[src/rtl/uart_pkg.sv]
// ============================================================================
//  Module      : uart_pkg
//  Description : Shared types and helpers for the uart_phy bit-level UART.
//  Revision    : 1.0 - initial release
// ============================================================================
`default_nettype none

package uart_pkg;

    typedef enum logic [2:0] {
        IDLE   = 3'd0,
        START  = 3'd1,
        DATA   = 3'd2,
        PARITY = 3'd3,
        STOP   = 3'd4
    } uart_state_t;

    localparam int UART_DATA_BITS = 8;

    // Width of a down-counter that must hold DIVISOR-1.
    function automatic int baud_cnt_w(input int divisor);
        return (divisor <= 2) ? 1 : $clog2(divisor);
    endfunction

endpackage

`default_nettype wire

[src/rtl/uart_rx.sv]
// ============================================================================
//  Module      : uart_rx
//  Description : UART receiver: 2-flop rx synchroniser, centre-sampling FSM.
//                Even parity checked when UART_PARITY_EN is defined.
//  Revision    : 1.0 - initial release
// ============================================================================
`default_nettype none

module uart_rx #(
    parameter int DIVISOR = 434
) (
    input  logic       clk,
    input  logic       reset_n,
    input  logic       rx,
    output logic [7:0] rx_data,
    output logic       rx_ready,
    output logic       rx_error
);
    import uart_pkg::*;

    localparam int              CW          = baud_cnt_w(DIVISOR);
    localparam logic [CW-1:0]   C_FULL      = CW'(DIVISOR - 1);
    localparam logic [CW-1:0]   C_HALF      = CW'(DIVISOR / 2 - 1);
    localparam logic [2:0]      C_LAST_BIT  = 3'(UART_DATA_BITS - 1);

    logic              r_rx_meta;
    logic              r_rx_s;
    logic              r_rx_s_d;
    uart_state_t       r_state;
    logic [CW-1:0]     r_cnt;
    logic [2:0]        r_bit_cnt;
    logic [7:0]        r_shift;
    logic              w_fall;
`ifdef UART_PARITY_EN
    logic              r_par_err;
`endif

    assign w_fall = r_rx_s_d & ~r_rx_s;

    always_ff @(posedge clk or negedge reset_n) begin
        if (!reset_n) begin
            r_rx_meta <= 1'b1;
            r_rx_s    <= 1'b1;
            r_rx_s_d  <= 1'b1;
            r_state   <= IDLE;
            r_cnt     <= '0;
            r_bit_cnt <= '0;
            r_shift   <= '0;
            rx_data   <= '0;
            rx_ready  <= 1'b0;
            rx_error  <= 1'b0;
`ifdef UART_PARITY_EN
            r_par_err <= 1'b0;
`endif
        end else begin
            r_rx_meta <= rx;
            r_rx_s    <= r_rx_meta;
            r_rx_s_d  <= r_rx_s;
            rx_ready  <= 1'b0;
            rx_error  <= 1'b0;

            case (r_state)
                IDLE: begin
                    if (w_fall) begin
                        r_cnt   <= C_HALF;
                        r_state <= START;
                    end
                end
                START: begin
                    if (r_cnt != '0) begin
                        r_cnt <= r_cnt - CW'(1);
                    end else if (r_rx_s) begin
                        r_state <= IDLE;
                    end else begin
                        r_cnt     <= C_FULL;
                        r_bit_cnt <= '0;
                        r_state   <= DATA;
                    end
                end
                DATA: begin
                    if (r_cnt != '0) begin
                        r_cnt <= r_cnt - CW'(1);
                    end else begin
                        r_shift <= {r_rx_s, r_shift[7:1]};
                        r_cnt   <= C_FULL;
                        if (r_bit_cnt == C_LAST_BIT) begin
`ifdef UART_PARITY_EN
                            r_state <= PARITY;
`else
                            r_state <= STOP;
`endif
                        end else begin
                            r_bit_cnt <= r_bit_cnt + 3'd1;
                        end
                    end
                end
`ifdef UART_PARITY_EN
                PARITY: begin
                    if (r_cnt != '0) begin
                        r_cnt <= r_cnt - CW'(1);
                    end else begin
                        r_par_err <= r_rx_s ^ (^r_shift);
                        r_cnt     <= C_FULL;
                        r_state   <= STOP;
                    end
                end
`endif
                STOP: begin
                    if (r_cnt != '0) begin
                        r_cnt <= r_cnt - CW'(1);
                    end else begin
                        r_state <= IDLE;
`ifdef UART_PARITY_EN
                        if (r_rx_s && !r_par_err) begin
`else
                        if (r_rx_s) begin
`endif
                            rx_data  <= r_shift;
                            rx_ready <= 1'b1;
                        end else begin
                            rx_error <= 1'b1;
                        end
                    end
                end
                default: r_state <= IDLE;
            endcase
        end
    end

endmodule

`default_nettype wire

[src/rtl/uart_phy.sv]
// ============================================================================
//  Module      : uart_phy
//  Description : 8N1 UART PHY, fixed integer baud divisor. TX FSM inline,
//                receiver in uart_rx. Define UART_PARITY_EN for 8E1 framing.
//  Revision    : 1.0 - initial release
// ============================================================================
`default_nettype none

module uart_phy #(
    parameter int DIVISOR = 434
) (
    input  logic       clk,
    input  logic       reset_n,
    input  logic       tx_req,
    input  logic [7:0] tx_data,
    output logic       tx_ready,
    output logic       tx,
    input  logic       rx,
    output logic [7:0] rx_data,
    output logic       rx_ready,
    output logic       rx_error
);
    import uart_pkg::*;

    localparam int              CW          = baud_cnt_w(DIVISOR);
    localparam logic [CW-1:0]   C_FULL      = CW'(DIVISOR - 1);
    localparam logic [2:0]      C_LAST_BIT  = 3'(UART_DATA_BITS - 1);

    uart_state_t       r_tx_state;
    logic [CW-1:0]     r_tx_cnt;
    logic [2:0]        r_tx_bit;
    logic [7:0]        r_tx_shift;
`ifdef UART_PARITY_EN
    logic              r_tx_par;
`endif

    // The tx_ready cycle itself is not accepted, so a follow-on request lands
    // in the first idle cycle after the pulse.
    always_ff @(posedge clk or negedge reset_n) begin
        if (!reset_n) begin
            r_tx_state <= IDLE;
            r_tx_cnt   <= '0;
            r_tx_bit   <= '0;
            r_tx_shift <= '0;
            tx         <= 1'b1;
            tx_ready   <= 1'b0;
`ifdef UART_PARITY_EN
            r_tx_par   <= 1'b0;
`endif
        end else begin
            tx_ready <= 1'b0;
            case (r_tx_state)
                IDLE: begin
                    if (tx_req && !tx_ready) begin
                        r_tx_shift <= tx_data;
`ifdef UART_PARITY_EN
                        r_tx_par   <= ^tx_data;
`endif
                        tx         <= 1'b0;
                        r_tx_cnt   <= C_FULL;
                        r_tx_state <= START;
                    end
                end
                START: begin
                    if (r_tx_cnt != '0) begin
                        r_tx_cnt <= r_tx_cnt - CW'(1);
                    end else begin
                        tx         <= r_tx_shift[0];
                        r_tx_shift <= {1'b0, r_tx_shift[7:1]};
                        r_tx_bit   <= '0;
                        r_tx_cnt   <= C_FULL;
                        r_tx_state <= DATA;
                    end
                end
                DATA: begin
                    if (r_tx_cnt != '0) begin
                        r_tx_cnt <= r_tx_cnt - CW'(1);
                    end else begin
                        r_tx_cnt <= C_FULL;
                        if (r_tx_bit == C_LAST_BIT) begin
`ifdef UART_PARITY_EN
                            tx         <= r_tx_par;
                            r_tx_state <= PARITY;
`else
                            tx         <= 1'b1;
                            r_tx_state <= STOP;
`endif
                        end else begin
                            tx         <= r_tx_shift[0];
                            r_tx_shift <= {1'b0, r_tx_shift[7:1]};
                            r_tx_bit   <= r_tx_bit + 3'd1;
                        end
                    end
                end
`ifdef UART_PARITY_EN
                PARITY: begin
                    if (r_tx_cnt != '0) begin
                        r_tx_cnt <= r_tx_cnt - CW'(1);
                    end else begin
                        tx         <= 1'b1;
                        r_tx_cnt   <= C_FULL;
                        r_tx_state <= STOP;
                    end
                end
`endif
                STOP: begin
                    if (r_tx_cnt != '0) begin
                        r_tx_cnt <= r_tx_cnt - CW'(1);
                    end else begin
                        tx_ready   <= 1'b1;
                        r_tx_state <= IDLE;
                    end
                end
                default: r_tx_state <= IDLE;
            endcase
        end
    end

    uart_rx #(
        .DIVISOR (DIVISOR)
    ) u_rx (
        .clk      (clk),
        .reset_n  (reset_n),
        .rx       (rx),
        .rx_data  (rx_data),
        .rx_ready (rx_ready),
        .rx_error (rx_error)
    );

endmodule

`default_nettype wire

[config.mk]
export PLATFORM = sky130hd
export DESIGN_NAME = uart_phy
export DESIGN_NICKNAME = d
export VERILOG_FILES = /design/src/rtl/uart_pkg.sv /design/src/rtl/uart_rx.sv /design/src/rtl/uart_phy.sv
export SDC_FILE = /design/constraint.sdc
export NUM_CORES = 1
export LEC_CHECK = 0
export ABC_CLOCK_PERIOD_IN_PS = 4900
export CAP_MARGIN = 20
export CORE_UTILIZATION = 60
export CTS_CLUSTER_DIAMETER = 50
export CTS_CLUSTER_SIZE = 10
export DETAILED_ROUTE_END_ITERATION = 10
export HOLD_SLACK_MARGIN = 0.03
export PLACE_DENSITY = 0.82
export SYNTH_ARGS = -nofsm -noshare
export SYNTH_HDL_FRONTEND = slang
export SYNTH_SLANG_ARGS = --single-unit
[constraint.sdc]
create_clock -name clk -period 4.9 [get_ports clk]
set_input_delay 0.98 -clock clk [delete_from_list [all_inputs] [get_ports clk]]
set_output_delay 0.98 -clock clk [all_outputs]
set_load 0.02 [all_outputs]
Word level (Yosys, flattened, before mapping)
Cells that the tools add are included.
Widths: inputs -> output; s select.
{ "word_totals": {"ff_bits": 61, "out_inout_bits": 12} }
{ "classes": {"eq_ne": 24, "add_sub_neg": 4, "reduce_logical": 22, "mux": 49, "bitwise_logic": 3} }
{ "op_table": {"columns": ["operator", "n"], "rows": [
  ["$mux 9", 8],
  ["$mux 3", 16],
  ["$pmux 9 s4", 1],
  ["$mux 8", 4],
  ["$pmux 9 s3", 1],
  ["$ne 2x2->1 const B", 12],
  ["$pmux 3 s4", 2],
  ["$pmux 8 s3", 1],
  ["$reduce_and 5->1", 4],
  ["$reduce_bool 9->1", 2],
  ["$sub 9x1->9 const B", 2],
  ["$eq 3x3->1 const B", 4],
  ["$mux 1", 12],
  ["$pmux 3 s2", 2],
  ["$reduce_and 4->1", 3],
  ["$add 3x1->3 const B", 2],
  ["$eq 3x1->1 const B", 2],
  ["$eq 3x2->1 const B", 2],
  ["$logic_not 3->1", 2],
  ["$ne 2x1->1 const B", 3],
  ["$reduce_and 3->1", 2],
  ["$reduce_bool 3->1", 2],
  ["$reduce_bool 2->1", 2],
  ["$reduce_bool 4->1", 1],
  ["9 further kinds", 10]
]} }

Longest topological paths before layout
{ "logic_depth": {"ltp_word": 4, "depth_mapped": 7} }

By module
From an unflattened synthesis, not the netlist that was laid out.
{ "unflattened": {"cells_unflattened": 306, "area_unflattened_um2": 3256.9} }
{ "by_module_without_submodules": {"columns": ["module", "area_each_um2", "instances", "cells_per_inst"], "rows": [
  ["uart_rx", 1809.2, 1, 152],
  ["uart_phy", 1447.6, 1, 154]
]} }

Least setup slack after synthesis
OpenSTA, ideal clock, no wires.
{ "synth_timing": {"kind": "flip-flop to flip-flop", "from": "reg u_rx.r_cnt[0]", "to": "reg u_rx.r_bit_cnt[0]", "required_ns": 4.779, "slack_ns": 2.564, "n_path_buf": 1, "arrival_ns": 2.215, "synth_period_minus_slack_ns": 2.336, "stages_incl_launch_ff": 8, "setup_ns": 0.121, "path_cell_list": "dfrtp_1 > inv_1 > ha_1 > or4b_1 > or4_1 > buf_2 > a41o_1 > a22o_1"} }
{ "synth_via": {"elab_chain_len": 3, "word_cells_on_any_way": 4} }
{ "synth_rtl": {"columns": ["element", "line_no", "text"], "rows": [
  ["start, declared", "uart_rx.sv:30", "logic [CW-1:0] r_cnt;"],
  ["start signal, assigned", "uart_rx.sv:71", "r_cnt <= r_cnt - CW'(1);"],
  ["start signal, assigned", "uart_rx.sv:82", "r_cnt <= r_cnt - CW'(1);"],
  ["start signal, assigned", "uart_rx.sv:110", "r_cnt <= r_cnt - CW'(1);"],
  ["$reduce_bool 9->1 *", "uart_rx.sv:70, uart_rx.sv:81", null],
  ["$ne 2x2->1 (no line)", null, null],
  ["$reduce_and 5->1 (no line) *", null, null],
  ["end signal, assigned", "uart_rx.sv:93", "r_bit_cnt <= r_bit_cnt + 3'd1;"],
  ["end, declared", "uart_rx.sv:31", "logic [2:0] r_bit_cnt;"]
]} }
Every way passes the cells marked *; elsewhere a longest branch is shown, timed or not.
A chain may end at the register's enable or synchronous reset.

Worst setup path in the final report
{ "layout_timing": {"from": "reg r_tx_cnt[0]", "to": "reg r_tx_shift[3]"} }
{ "layout_via": {"elab_chain_len": 3, "word_cells_on_any_way": 4} }
{ "layout_rtl": {"columns": ["element", "line_no", "text"], "rows": [
  ["start, declared", "uart_phy.sv:30", "logic [CW-1:0] r_tx_cnt;"],
  ["start signal, assigned", "uart_phy.sv:66", "r_tx_cnt <= r_tx_cnt - CW'(1);"],
  ["start signal, assigned", "uart_phy.sv:77", "r_tx_cnt <= r_tx_cnt - CW'(1);"],
  ["start signal, assigned", "uart_phy.sv:108", "r_tx_cnt <= r_tx_cnt - CW'(1);"],
  ["$reduce_bool 9->1 *", "uart_phy.sv:65, uart_phy.sv:76", null],
  ["$ne 2x2->1 (no line)", null, null],
  ["$reduce_and 5->1 (no line) *", null, null],
  ["end signal, assigned", "uart_phy.sv:55", "r_tx_shift <= tx_data;"],
  ["end signal, assigned", "uart_phy.sv:69", "r_tx_shift <= {1'b0, r_tx_shift[7:1]};"],
  ["end signal, assigned", "uart_phy.sv:90", "r_tx_shift <= {1'b0, r_tx_shift[7:1]};"],
  ["end, declared", "uart_phy.sv:32", "logic [7:0] r_tx_shift;"]
]} }
Marked as above.

==> qor.yml <==
status: "finished, final reports clean"
cpPeakStageDelay_ns: 0.65
p_clk_share_pct: 25.7
dp_hpwl_um: 4104
drt_iter0_drc: 105
htreeDepth: 3
async_flop_share_pct: 100.0
powerDensity_nw_per_um2: 421.9
worst_path_max_delay_cell: "or4b_2"
swShare_pct: 32.77
multiInputGateArea_um2: 1563
crit_path_max_fanout: 8
hold_buffers: 0
fin_worst_skew_ns: 0.008761
pwr-share-comb_pct: 27.3
rsz0062_at_grt: "false"
fin_ws_ns: 2.333
place_ws_ns: 2.210
path_buf_inv: 1
netlist_instances: 287
wl_um: 5928
grt_pass1_vias: 2224
remaining_drc_errors: 0
min_path_type: "register to register"
dieArea_um2: 5581
setup_viol: 0
grt_start_max_net_pins: 62
drv_slew: 0
netlist_area_um2: 3172
p_switching_uw: 502.4
drive_gt1_share_pct: 19.81
routabilityCongestion: 0.8886
grt_pass1_wl_um: 9942
crit_path_start: "r_tx_cnt[0]"
firstDrtPassIters: 4
p_seq_share_pct: 47.0
portBuffers: 23
die_w_um: 74.71
area_growth_pct: 14.56
yosysWarningCount: 0
wire_per_inst_um: 15.28
period_needed_ns: 2.567
end_kind: "register"
io_pins: 24
startpoint_type: "register"
post-cts-setup-buffers: 0
clockBufferDepth: 2
register_area_um2: 1531
fill_cells: 370
grt.total_usage_pct: 23.87
avgSynthCellArea_um2: 11.05
fin_crit_sh_pct: 52.38
critPathTopFamily: "simple AND/OR/NAND/NOR gates"
rr_startpoint: "r_tx_cnt[0]"
cap_violations: 0
p_leak_uw: 0.001561
viasPerCell: 6.165
numCtsBuffers: 9
syn-num-nets: 306
fin_nets: 332
cts_tree: "done"
internal_power_uw: 1031
worstSetupPathType: "register to register"
peakVddDrop_mv: 0.2714
crit_end: "r_tx_shift[3]"
crit_cells: 6
grt-ovfl-total: 0
ys_seq_area_share_pct: 48.28
cts-resized-gates: 0
vias: 2392
worstPathCellList: "inv_1 > ha_1 > or4b_2 > o211a_1 > nor3_4 > mux2_2"
synth_edf_count: 0
ff2ff_setup_slack_ns: 2.33
final-hold-violation-count: 0
num_rows: 26
worst-r2r-cell-count: 6
antenna_cells: 0
ant_nets: 0
cts_root_buf: "clkbuf_8"
core_um2: 5107
clk_latency_ns: 0.33
synth_seq_cells: 61
cp.required_ns: 5.11
fmax_mhz: 389.6
synth_flop_cell: "dfrtp_1"
die_h_um: 74.71
cts_sinks: 61
cp.arrival_ns: 2.78
tightestPinTransition_ns: 0.8388
grt_antenna_before_repair: 0
relSlewSlack_pct: 43.29
clk_pin_slew_ns: 0.07
final.setup.tns_ns: 0
synthDistinctLibCells: 54
crit-reg2reg-capture: "r_tx_shift[3]"
start_util_pct: 62.10
-- layer usage --
| layer | vias to the layer above | global-route usage [%] | wire length [um] |
|---|---|---|---|
| met1 | 1166 | 31.31 | 2727 |
| met3 | 14 | 4.685 | 260 |
| met5 | - | 0 | 0 |
| met2 | 72 | 38.04 | 2813 |
| li1 | 1140 | - | - |
| met4 | 0 | 11.95 | 126 |
-- metrics by stage --
step	util [%]	power [uW]	hold WS (ns)	std cells	area (um^2)
after floorplan	-	1029	0.3452	287	3172
after global placement	67.66	1121	0.3463	372	3456
after detailed placement	67.66	1142	0.3472	372	3456
after CTS	71.14	1544	0.3572	388	3633
after global routing	71.14	1632	0.3644	388	3633
final	71.14	1533	0.3559	388	3633
-- cell usage after synthesis (3+ instances only) --
library cell,instances,area (um^2)
a211oi_1,3,22.52
clkbuf_1,7,26.28
nand3_1,7,35.03
a21o_1,4,30.03
or3_1,3,18.77
a31oi_1,3,18.77
nor4b_1,3,26.28
mux2_2,33,371.6
a21boi_0,4,30.03
nor4_1,5,31.28
inv_1,11,41.29
a21oi_1,10,50.05
dfrtp_1,57,1426
or4_1,5,37.54
nor3_1,13,65.06
o21ai_0,16,80.08
nand2b_1,9,56.30
nor3b_1,4,30.03
ha_1,7,87.58
o211ai_1,4,30.03
dfstp_2,4,105.1
mux2i_1,3,30.03
o31ai_1,7,52.55
nor2_1,12,45.04
nand2_1,9,33.78
a22o_1,6,52.55
-- worst register-to-register path, stage by stage (launching register included) --
cell     delay (ns)
dfrtp_1        0.40
inv_1          0.07
ha_1           0.20
or4b_2         0.65
o211a_1        0.32
nor3_4         0.42
mux2_2         0.39
-- worst min-delay path by stage --
stage	startpoint	to	slack, ns	depth (start not counted)
floorplan	u_rx.r_rx_meta	u_rx.r_rx_s	0.35	0
global placement	u_rx.r_rx_meta	u_rx.r_rx_s	0.35	0
detailed placement	u_rx.r_rx_meta	u_rx.r_rx_s	0.35	0
CTS	u_rx.r_rx_meta	u_rx.r_rx_s	0.36	0
global route	u_rx.r_rx_meta	u_rx.r_rx_s	0.36	0
finish	u_rx.r_rx_meta	u_rx.r_rx_s	0.36	0
-- cell families (layout without fill, tap and decap cells) --
kind of cell             after synthesis  in the layout  synth area share, %
multiplexers                          36             36                12.66
adder cells (fa/ha/maj)                9              9                3.392
AND/OR/NAND/NOR                       82             82                15.07
buffers and inverters                 20             51                2.446
flip-flops                            61             61                48.28
XOR/XNOR                               3              3               0.8286
AO/OA/AOI/OAI                         76             76                17.32
-- power by group through the flow --
stage          clock (uW)  sequential [uW]  combinational, uW
2_1_floorplan           0              695                334
3_3_place_gp            0              720                400
3_5_place_dp            0              724                418
4_1_cts               407              718                419
5_1_grt               429              735                468
6_report              395              720                418
-- final cells by class --
type / count / share of cell area [%]
Multi-Input combinational cell: 206 / 43.01
Sequential cell: 61 / 42.15
Timing Repair Buffer: 24 / 6.405
Clock buffer: 12 / 4.270
Tap cell: 70 / 2.410
Inverter: 11 / 1.136
Clock inverter: 4 / 0.6198
-- registers in the layout, indices dropped and copies added, names as in the netlist, 3 cells and up --
register / cells
r_tx_cnt: 9
u_rx.r_cnt: 9
r_tx_shift: 8
u_rx.r_shift: 8
u_rx.rx_data: 8
r_tx_bit: 3
r_tx_state: 3
u_rx.r_bit_cnt: 3
u_rx.r_state: 3
-- cell usage in the layout, fill, tap and decap left out, types with 5 or more instances in the layout --
cell type and n:
dfrtp_1 57, mux2_2 33, clkdlybuf4s50_1 22, o21ai_0 16
nor3_1 13, nor2_1 12, inv_1 11, clkbuf_8 11
a21oi_1 10, nand2_1 9, nand2b_1 9, nand3_1 7
o31ai_1 7, ha_1 7, a22o_1 6, or4_1 5
nor4_1 5
No activity file was read; power rests on OpenSTA's default activity.
